`src/rtl/alu_chan_mux_if.sv`:
```
// Bundle of the N-channel operand-select handshake between operand sources and the ALU input stage.
// A beat moves on channel i when in_valid[i] & in_ready[i], and on the output when out_valid & out_ready.
// A valid is held until accepted, and a ready never depends on its own valid except through the grant.
interface alu_chan_mux_if #(
  parameter int WIDTH  = 64,
  parameter int NUM_CH = 4
);
  localparam int SEL_W = $clog2(NUM_CH);

  logic [NUM_CH*WIDTH-1:0] in_data;
  logic [NUM_CH-1:0]       in_valid;
  logic [NUM_CH-1:0]       in_ready;
  logic [SEL_W-1:0]        sel;
  logic                    mode;
  logic [WIDTH-1:0]        out_data;
  logic                    out_valid;
  logic [SEL_W-1:0]        out_ch;
  logic                    out_ready;

  modport master (
    output in_data, in_valid, sel, mode, out_ready,
    input  in_ready, out_data, out_valid, out_ch
  );

  modport slave (
    input  in_data, in_valid, sel, mode, out_ready,
    output in_ready, out_data, out_valid, out_ch
  );
endinterface

```
`src/rtl/alu_chan_mux.sv`:
```
// Registered N:1 channel selector with explicit-select or round-robin arbitration.
// One output register stage; drain and refill happen on the same edge.
module alu_chan_mux #(
  parameter int WIDTH  = 64,
  parameter int NUM_CH = 4
) (
  input  logic                       clk,
  input  logic                       rst,
  alu_chan_mux_if.slave              bus,
  output logic [$clog2(NUM_CH)-1:0]  dbg_rr_ptr_o
);
  localparam int SEL_W = $clog2(NUM_CH);

  logic [WIDTH-1:0] out_data_q, out_data_d;
  logic [SEL_W-1:0] out_ch_q, out_ch_d;
  logic             out_valid_q, out_valid_d;
  logic [SEL_W-1:0] rr_ptr_q, rr_ptr_d;

  logic             load_en;
  logic             grant_vld;
  logic [SEL_W-1:0] grant_idx;
  logic [WIDTH-1:0] sel_data;
  logic             xfer;
  int               rr_dist;
  int               rr_best;

  assign load_en = ~out_valid_q | bus.out_ready;

  // Round-robin: distance 0 is the channel right after rr_ptr, rr_ptr itself is last.
  always_comb begin : grant_logic
    grant_vld = 1'b0;
    grant_idx = '0;
    rr_dist   = 0;
    rr_best   = NUM_CH;
    if (!bus.mode) begin
      for (int i = 0; i < NUM_CH; i++) begin
        if ((bus.sel == SEL_W'(i)) && bus.in_valid[i]) begin
          grant_vld = 1'b1;
          grant_idx = SEL_W'(i);
        end
      end
    end else begin
      for (int i = 0; i < NUM_CH; i++) begin
        rr_dist = (i + NUM_CH - 1 - int'(rr_ptr_q)) % NUM_CH;
        if (bus.in_valid[i] && (rr_dist < rr_best)) begin
          rr_best   = rr_dist;
          grant_vld = 1'b1;
          grant_idx = SEL_W'(i);
        end
      end
    end
  end

  always_comb begin : ready_and_data
    bus.in_ready = '0;
    sel_data     = '0;
    for (int i = 0; i < NUM_CH; i++) begin
      if (grant_idx == SEL_W'(i)) begin
        bus.in_ready[i] = load_en & grant_vld;
        sel_data        = bus.in_data[i*WIDTH +: WIDTH];
      end
    end
  end

  assign xfer = load_en & grant_vld;

  always_comb begin : next_state
    out_valid_d = out_valid_q;
    out_data_d  = out_data_q;
    out_ch_d    = out_ch_q;
    rr_ptr_d    = rr_ptr_q;
    if (load_en) begin
      out_valid_d = xfer;
      if (xfer) begin
        out_data_d = sel_data;
        out_ch_d   = grant_idx;
        rr_ptr_d   = grant_idx;
      end
    end
  end

  always_ff @(posedge clk or posedge rst) begin
    if (rst) begin
      out_valid_q <= 1'b0;
      out_data_q  <= '0;
      out_ch_q    <= '0;
      rr_ptr_q    <= SEL_W'(NUM_CH - 1);
    end else begin
      out_valid_q <= out_valid_d;
      out_data_q  <= out_data_d;
      out_ch_q    <= out_ch_d;
      rr_ptr_q    <= rr_ptr_d;
    end
  end

  assign bus.out_valid = out_valid_q;
  assign bus.out_data  = out_data_q;
  assign bus.out_ch    = out_ch_q;
  assign dbg_rr_ptr_o  = rr_ptr_q;
endmodule

```
`src/flat_wrapper.sv`:
```
// flat-port wrapper written by rule: the top's interface ports become plain ports
module alu_chan_mux_flat 
#(
  parameter int WIDTH  = 64,
  parameter int NUM_CH = 4
)
  (clk, rst, dbg_rr_ptr_o, bus_in_data, bus_in_valid, bus_sel, bus_mode, bus_out_ready, bus_in_ready, bus_out_data, bus_out_valid, bus_out_ch);
  alu_chan_mux_if #(.WIDTH(WIDTH), .NUM_CH(NUM_CH)) bus_i ();
  input  logic clk;
  input  logic rst;
  output logic [$clog2(NUM_CH)-1:0] dbg_rr_ptr_o;
  input wire logic [$bits(bus_i.in_data)-1:0] bus_in_data;
  input wire logic [$bits(bus_i.in_valid)-1:0] bus_in_valid;
  input wire logic [$bits(bus_i.sel)-1:0] bus_sel;
  input wire logic [$bits(bus_i.mode)-1:0] bus_mode;
  input wire logic [$bits(bus_i.out_ready)-1:0] bus_out_ready;
  output wire logic [$bits(bus_i.in_ready)-1:0] bus_in_ready;
  output wire logic [$bits(bus_i.out_data)-1:0] bus_out_data;
  output wire logic [$bits(bus_i.out_valid)-1:0] bus_out_valid;
  output wire logic [$bits(bus_i.out_ch)-1:0] bus_out_ch;
  assign bus_i.in_data = bus_in_data;
  assign bus_i.in_valid = bus_in_valid;
  assign bus_i.sel = bus_sel;
  assign bus_i.mode = bus_mode;
  assign bus_i.out_ready = bus_out_ready;
  assign bus_in_ready = bus_i.in_ready;
  assign bus_out_data = bus_i.out_data;
  assign bus_out_valid = bus_i.out_valid;
  assign bus_out_ch = bus_i.out_ch;
  alu_chan_mux #(.WIDTH(WIDTH), .NUM_CH(NUM_CH)) u_core (.clk(clk), .rst(rst), .bus(bus_i), .dbg_rr_ptr_o(dbg_rr_ptr_o));
endmodule
```
`config.mk`:
```
export PLATFORM = sky130hd
export DESIGN_NAME = alu_chan_mux_flat
export DESIGN_NICKNAME = d
export VERILOG_FILES = /design/src/rtl/alu_chan_mux_if.sv /design/src/rtl/alu_chan_mux.sv /design/src/flat_wrapper.sv
export SDC_FILE = /design/constraint.sdc
export NUM_CORES = 1
export LEC_CHECK = 0
export ABC_CLOCK_PERIOD_IN_PS = 6300
export BUFFER_PORTS_ARGS = -buffer_cell sky130_fd_sc_hd__buf_2
export CORE_MARGIN = 2
export CORE_UTILIZATION = 25
export DETAILED_ROUTE_END_ITERATION = 6
export GPL_ROUTABILITY_DRIVEN = 1
export HOLD_SLACK_MARGIN = 0.08
export PLACE_DENSITY = 0.59
export SKIP_LAST_GASP = 1
export SLEW_MARGIN = 25
export SYNTH_ARGS = -nofsm -noshare
export SYNTH_HDL_FRONTEND = slang
export SYNTH_SLANG_ARGS = --single-unit
```
`constraint.sdc`:
```
create_clock -name clk -period 6.3 [get_ports clk]
set_input_delay 0.315 -clock clk [delete_from_list [all_inputs] [get_ports clk]]
set_output_delay 0.315 -clock clk [all_outputs]
set_load 0.02 [all_outputs]
```
Yosys cells after proc, flatten, opt, wreduce, memory -nomap -nowiden
Index checks and enable logic that the tools add are counted.

Reductions and logical operators: 15. Bitwise logic cells: 7. Add/sub/neg operators: 4. Order comparisons: 4. Mux-type cells: 30. Eq/ne operators: 6.

Operators by type and width (count): $mux W64 (4); $mux W32 (6); $lt A3 B32 Y1 (3); $mux W1 (15); $sub A3 B2 Y4 const A (3); $mux W2 (5); $eq A2 B2 Y1 const B (4); $logic_and A1 B1 Y1 (8); $reduce_or A2 Y1 (4); $and A1 B1 Y1 (5); $eq A2 B1 Y1 const B (2); $logic_not A2 Y1 (2); $lt A3 B4 Y1 const B (1); $sub A2 B2 Y3 const A (1); $reduce_and A2 Y1 (1); $not A1 Y1 (1); $or A1 B1 Y1 (1).

Input port bits: 266. Register bits after elaboration: 69. Output and inout bits: 73. Logic and storage cells: 70.

Logic depth before layout (Yosys ltp)
Word-level depth: 24. Depth in mapped cells: 20. Depth with buffers taken out: 18.

Worst setup path after synthesis
OpenSTA, ideal clock, no wires.

Path kind: register -> output. From: register u_core.rr_ptr_q[0] (netlist: u_core.dbg_rr_ptr_o[0]). To: output bus_in_ready[0]. Arrival time: 4.154 ns. Required time: 5.985 ns. Path slack: 1.831 ns. Path buffers: 1. Cell stages (with the launch flop): 19. Cell sequence: dfstp_2 -> xnor2_1 -> inv_1 -> ha_1 -> a21o_1 -> a21oi_1 -> nor2_1 -> a21oi_1 -> ha_1 -> and4b_1 -> a22oi_1 -> mux2_2 -> ha_1 -> a21oi_1 -> o211a_1 -> o21ai_1 -> nand2_1 -> buf_2 -> nor2_1.

Longest elaborated chain between the ends: 21. Elaborated cells between the ends (all ways): 38. Those cells by class: 4 x add/sub; 4 x order compare; 16 x mux; 5 x bitwise; 9 x reduce/logical.

Ends and longest elaborated chain: start, declared (line alu_chan_mux.sv:17) `logic [SEL_W-1:0] rr_ptr_q, rr_ptr_d;`; start signal, assigned (line alu_chan_mux.sv:87) `rr_ptr_q <= SEL_W'(NUM_CH - 1);`; start signal, assigned (line alu_chan_mux.sv:92) `rr_ptr_q <= rr_ptr_d;`; $sub A2 B2 Y3 (line alu_chan_mux.sv:44) `rr_dist = (i + NUM_CH - 1 - int'(rr_ptr_q)) % NUM_CH;`; $reduce_or A2 Y1 (no line); $and A1 B1 Y1 (no line); $lt A3 B4 Y1 (line alu_chan_mux.sv:45) `if (bus.in_valid[i] && (rr_dist < rr_best)) begin`; $logic_and A1 B1 Y1 (line alu_chan_mux.sv:45); $mux W32 (line alu_chan_mux.sv:45); $mux W32 (line alu_chan_mux.sv:35) `if (!bus.mode) begin`; $lt A3 B32 Y1 (line alu_chan_mux.sv:45); [... 5 more ...]; $mux W32 (line alu_chan_mux.sv:45); $mux W32 (line alu_chan_mux.sv:35); $lt A3 B32 Y1 (line alu_chan_mux.sv:45); $logic_and A1 B1 Y1 (line alu_chan_mux.sv:45); $mux W1 or $mux W2 (tied branches) (line alu_chan_mux.sv:45); $mux W1 or $mux W2 (tied branches) (line alu_chan_mux.sv:35); $and A1 B1 Y1 or $logic_not A2 Y1 (tied branches) (line alu_chan_mux.sv:59, alu_chan_mux.sv:58); $mux W1 (*) (line alu_chan_mux.sv:58) `if (grant_idx == SEL_W'(i)) begin`; end, declared (line flat_wrapper.sv:17) `output wire logic [$bits(bus_i.in_ready)-1:0] bus_in_ready;`.

Every way passes the cells marked *; elsewhere a longest branch is shown, timed or not. The select of a mux whose other input is x is not followed.

Final worst setup path
Ends and elaborated chain as after synthesis.

==> run_summary.xml <==
<?xml version="1.0" encoding="UTF-8"?>
<metrics>
  <group name="floorplan">
    <metric name="std_cell_rows" unit="">56</metric>
    <metric name="boundaryPins" unit="">339</metric>
    <metric name="start_util" unit="">0.253</metric>
    <metric name="coreArea" unit="um2">23300</metric>
    <metric name="dieArea" unit="um2">24800</metric>
    <metric name="chipWidth" unit="um">157</metric>
    <metric name="die_y" unit="um">157</metric>
  </group>
  <group name="place">
    <metric name="globalplace.congestion" unit="">0.838</metric>
    <metric name="io_buffer_count" unit="">338</metric>
    <metric name="dpl.cell_count" unit="">1318</metric>
    <metric name="place.detailed.hpwl" unit="mm">16.6</metric>
  </group>
  <group name="synth">
    <metric name="main_combinational_cell_family_by_area_after_synthesis" unit="">compound AO/OA/AOI/OAI gates</metric>
    <metric name="synthesis.nets" unit="">995</metric>
    <metric name="synth-seq-cells" unit="">69</metric>
    <metric name="yosysSeqAreaShare" unit="">0.294</metric>
    <metric name="syn_inst" unit="">726</metric>
    <metric name="synthesized_area_fraction_occupied_by_ao_oa_aoi_and_oai_cells" unit="">0.231</metric>
    <metric name="dominantRegCellSynth" unit="">dfrtp_1</metric>
    <metric name="post_synth_mux_area_share" unit="">0.224</metric>
    <metric name="netlist_area" unit="um2">5890</metric>
    <metric name="async_flop_share" unit="">1.00</metric>
    <metric name="yosys_warnings" unit="">0</metric>
    <metric name="syn_area_per_cell" unit="um2">8.11</metric>
    <metric name="yosys.area_share.xor_xnor" unit="">0.00149</metric>
    <metric name="synth-simple-area-share" unit="">0.170</metric>
    <metric name="synthAdderAreaFrac" unit="">0.00638</metric>
    <metric name="synthDistinctLibCells" unit="">39</metric>
    <metric name="synth_enable_flop_cells" unit="">0</metric>
  </group>
  <group name="global_route">
    <metric name="wire_length_of_the_first_global_routing_pass" unit="mm">34.4</metric>
    <metric name="grt_pass1_vias" unit="">6279</metric>
    <metric name="pin_count_of_the_biggest_net_entering_global_routing" unit="">103</metric>
    <metric name="grt.total_usage" unit="">0.176</metric>
    <metric name="total_overflow_reported_by_the_global_router" unit="">0</metric>
    <metric name="number_of_antenna_violations_at_the_first_check_in_global_routing" unit="">4</metric>
  </group>
  <group name="sta">
    <metric name="fin_skew" unit="ns">0.00705</metric>
    <metric name="max_freq" unit="MHz">185</metric>
    <metric name="rsz0062_at_grt" unit="">false</metric>
    <metric name="final_max_slew_viol_count" unit="">0</metric>
    <metric name="layout_worst_path_cycle_share" unit="">0.859</metric>
    <metric name="timing_worst_slew_pin_value" unit="ns">0.826</metric>
    <metric name="setup-tns-final" unit="ns">0</metric>
    <metric name="max-slew-margin-rel" unit="">0.449</metric>
    <metric name="min_period" unit="ns">5.41</metric>
    <metric name="final_hold_viol_count" unit="">0</metric>
    <metric name="final_setup_viols" unit="">0</metric>
  </group>
  <group name="drt">
    <metric name="drc_errors" unit="">0</metric>
    <metric name="route.layer.met1.wl" unit="mm">9.87</metric>
    <metric name="route.vias.total" unit="">6604</metric>
    <metric name="route.detailed.wl_per_inst" unit="um">17.2</metric>
    <metric name="wl_met3" unit="mm">1.72</metric>
    <metric name="detail_route.first_pass.iterations" unit="">5</metric>
    <metric name="detailroute.wirelength.met2" unit="mm">11.1</metric>
    <metric name="drt_first_iter_violations" unit="">384</metric>
    <metric name="routed.top_layer" unit="">met4</metric>
    <metric name="ant_nets" unit="">0</metric>
    <metric name="routed_via_density" unit="">4.94</metric>
    <metric name="detail_route.wirelength" unit="mm">22.9</metric>
  </group>
  <group name="cts">
    <metric name="ctsRootBufferMaster" unit="">clkbuf_16</metric>
    <metric name="tritoncts" unit="">done</metric>
    <metric name="clock_tree.buffer_depth" unit="">2</metric>
    <metric name="numCtsBuffers" unit="">9</metric>
    <metric name="ctsResizeCount" unit="">0</metric>
    <metric name="ctsHtreeMaxLevel" unit="">3</metric>
    <metric name="cts_hold_repair.buffers" unit="">0</metric>
    <metric name="clk_pin_slew_worst_paths" unit="ns">0.06</metric>
    <metric name="cts_setup_buffers" unit="">0</metric>
    <metric name="clock_latency_of_the_later_clocked_register_in_the_worst_skew_pair" unit="ns">0.34</metric>
    <metric name="cts_sinks" unit="">69</metric>
  </group>
  <group name="pwr">
    <metric name="internal-power" unit="uW">1660</metric>
    <metric name="power_switching" unit="uW">1480</metric>
    <metric name="comb_power_share" unit="">0.577</metric>
    <metric name="max-vdd-ir-drop" unit="uV">203</metric>
    <metric name="share_clk_of_total_power" unit="">0.179</metric>
    <metric name="power_frac_seq" unit="">0.244</metric>
    <metric name="leakage" unit="uW">0.00373</metric>
    <metric name="power.density_cell_area" unit="nW/um2">388</metric>
    <metric name="swShare" unit="">0.471</metric>
  </group>
  <group name="critical_path">
    <metric name="cpPeakStageDelay" unit="ns">0.61</metric>
    <metric name="timing.critical_path.cells" unit="">xnor2_1, inv_1, ha_1, a21o_1, a21oi_1, nor2_1, a21oi_1, ha_1, and4b_1, a22oi_1, mux2_2, ha_1, a21oi_1, o211a_1, o21ai_1, nand2_2, nor2_1, buf_2</metric>
    <metric name="library_cell_contributing_the_largest_single_delay_on_the_critical_path" unit="">dfstp_2</metric>
    <metric name="rr_startpoint" unit="">u_core.dbg_rr_ptr_o[0]</metric>
    <metric name="setup.worst_path.start_class" unit="">flop</metric>
    <metric name="timing.critical_path.from" unit="">u_core.dbg_rr_ptr_o[0]</metric>
    <metric name="worst-endpoint-arrival" unit="ns">5.09</metric>
    <metric name="critical_path.n_buffers_inverters" unit="">2</metric>
    <metric name="worst_path_dominant_cell_family" unit="">compound AO/OA/AOI/OAI gates</metric>
    <metric name="worstPathMaxFanout" unit="">27</metric>
    <metric name="timing.critical_path.required" unit="ns">5.98</metric>
    <metric name="worst_setup_path_end_kind" unit="">output pin</metric>
    <metric name="setup_cp_type" unit="">reg2out</metric>
  </group>
  <group name="finish">
    <metric name="synthToLayoutAreaGrowth" unit="%">37.7</metric>
    <metric name="most_frequent_standard_cell_in_the_layout_excluding_fill_and_tap_cells" unit="">buf_2</metric>
    <metric name="most_frequent_cells_in_the_layout" unit="">338 x buf_2, 127 x mux2i_1, 107 x a21oi_1, 101 x nand3_1, 67 x dfrtp_1</metric>
    <metric name="post_layout_net_count" unit="">1280</metric>
    <metric name="fin_cells" unit="">1336</metric>
    <metric name="drive_gt1_frac" unit="">0.383</metric>
  </group>
  <group name="flow_run">
    <metric name="max-cap-violations" unit="">0</metric>
  </group>
  <group name="run_status">
    <metric name="run_status" unit="">completed</metric>
  </group>
  <group name="worst_hold_path">
    <metric name="hold_class" unit="">in2async</metric>
  </group>
</metrics>
final cells by class:
cell class / count / area (um2)
clock buffer: 11 / 243
multi-input combinational: 571 / 3760
tap: 319 / 399
timing repair buffer: 355 / 1870
fill: 2484 / 15200
clock inverter: 4 / 72.6
antenna: 2 / 5.00
inverter: 5 / 20.0
sequential: 69 / 1730
sequential cells by signal, summed over array words and instances (netlist names):
signal / count
u_core.bus.out_valid: 1
u_core.dbg_rr_ptr_o: 2
u_core.bus.out_ch: 2
u_core.bus.out_data: 64
per-stage QoR:
step | total power [uW] | util | setup WS, ns | hold slack (ns) | instance area, um2
detailed placement | 2580 | 0.334 | 1.14 | 0.480 | 7760
global route | 3360 | 0.348 | 0.539 | 0.200 | 8100
CTS | 3170 | 0.347 | 0.906 | 0.273 | 8080
floorplan | 2040 | - | 1.83 | 0.537 | 5890
global placement | 2560 | 0.334 | 1.24 | 0.456 | 7760
finish | 3140 | 0.348 | 0.890 | 0.152 | 8100
power groups by stage:
stage	Combinational [uW]	Clock, uW	Sequential (uW)
after global placement	1790	0	768
after floorplan	1020	0	1020
after detailed placement	1820	0	769
after CTS	1820	587	766
after global routing	1960	606	791
final	1810	563	766
worst paths after layout:
kind                                      endpoint  slack [ns]  cells after the start
min in group clk           u_core.bus.out_data[57]        0.29                      3
hold reg to reg            u_core.bus.out_data[51]        0.49                      2
max in group asynchronous   u_core.bus.out_data[8]        5.66                      3
hold / removal             u_core.bus.out_data[54]        0.15                      3
setup reg to reg            u_core.bus.out_data[3]        1.12                     19
setup / recovery                   bus_in_ready[0]        0.89                     18
synthesized netlist by cell type (2+ instances only):
| library cell | number | area (um2) |
|---|---|---|
| mux2i_1 | 127 | 1270 |
| a21oi_1 | 107 | 536 |
| nand3_1 | 101 | 505 |
| dfrtp_1 | 67 | 1680 |
| nand2_1 | 60 | 225 |
| o211ai_1 | 52 | 390 |
| clkbuf_1 | 32 | 120 |
| o21ai_0 | 28 | 140 |
| nor3_1 | 27 | 135 |
| nor2_1 | 25 | 93.8 |
| buf_2 | 24 | 120 |
| buf_1 | 10 | 37.5 |
| buf_4 | 9 | 67.6 |
| a211oi_1 | 7 | 52.6 |
| a211oi_2 | 7 | 87.6 |
| buf_6 | 6 | 67.6 |
| inv_1 | 5 | 18.8 |
| ha_1 | 3 | 37.5 |
| nand2b_1 | 3 | 18.8 |
| o21ai_1 | 3 | 15.0 |
| a21o_1 | 2 | 15.0 |
| dfstp_2 | 2 | 52.6 |
| mux2_2 | 2 | 22.5 |
| o22ai_1 | 2 | 12.5 |
cells by family after synthesis:
family / count (synthesis)
AOI/OAI and AO/OA: 218
xor gates and xnor gates: 1
adders and majority gates: 3
buffers and inverters: 86
DFF: 69
muxes: 130
and+or+nand+nor: 219
worst reg2reg max path, cell delays in order (launching register included):
cell and delay (ns):
dfstp_2 0.61, xnor2_1 0.18, inv_1 0.09, ha_1 0.34, a21o_1 0.18, a21oi_1 0.22
nor2_1 0.07, a21oi_1 0.16, ha_1 0.19, and4b_1 0.23, a22oi_1 0.31, mux2_2 0.39
ha_1 0.32, a21oi_1 0.16, o211ai_1 0.10, a31o_1 0.24, nand2_4 0.40, buf_4 0.36
mux2i_1 0.35, o211ai_1 0.15
metal layers:
layer  GRT usage  vias up
met3      0.0460       15
li1            -     3256
met2       0.307      259
met1       0.219     3074
met4      0.0377        0
met5           0        -
(Power assumes the default switching activity.)
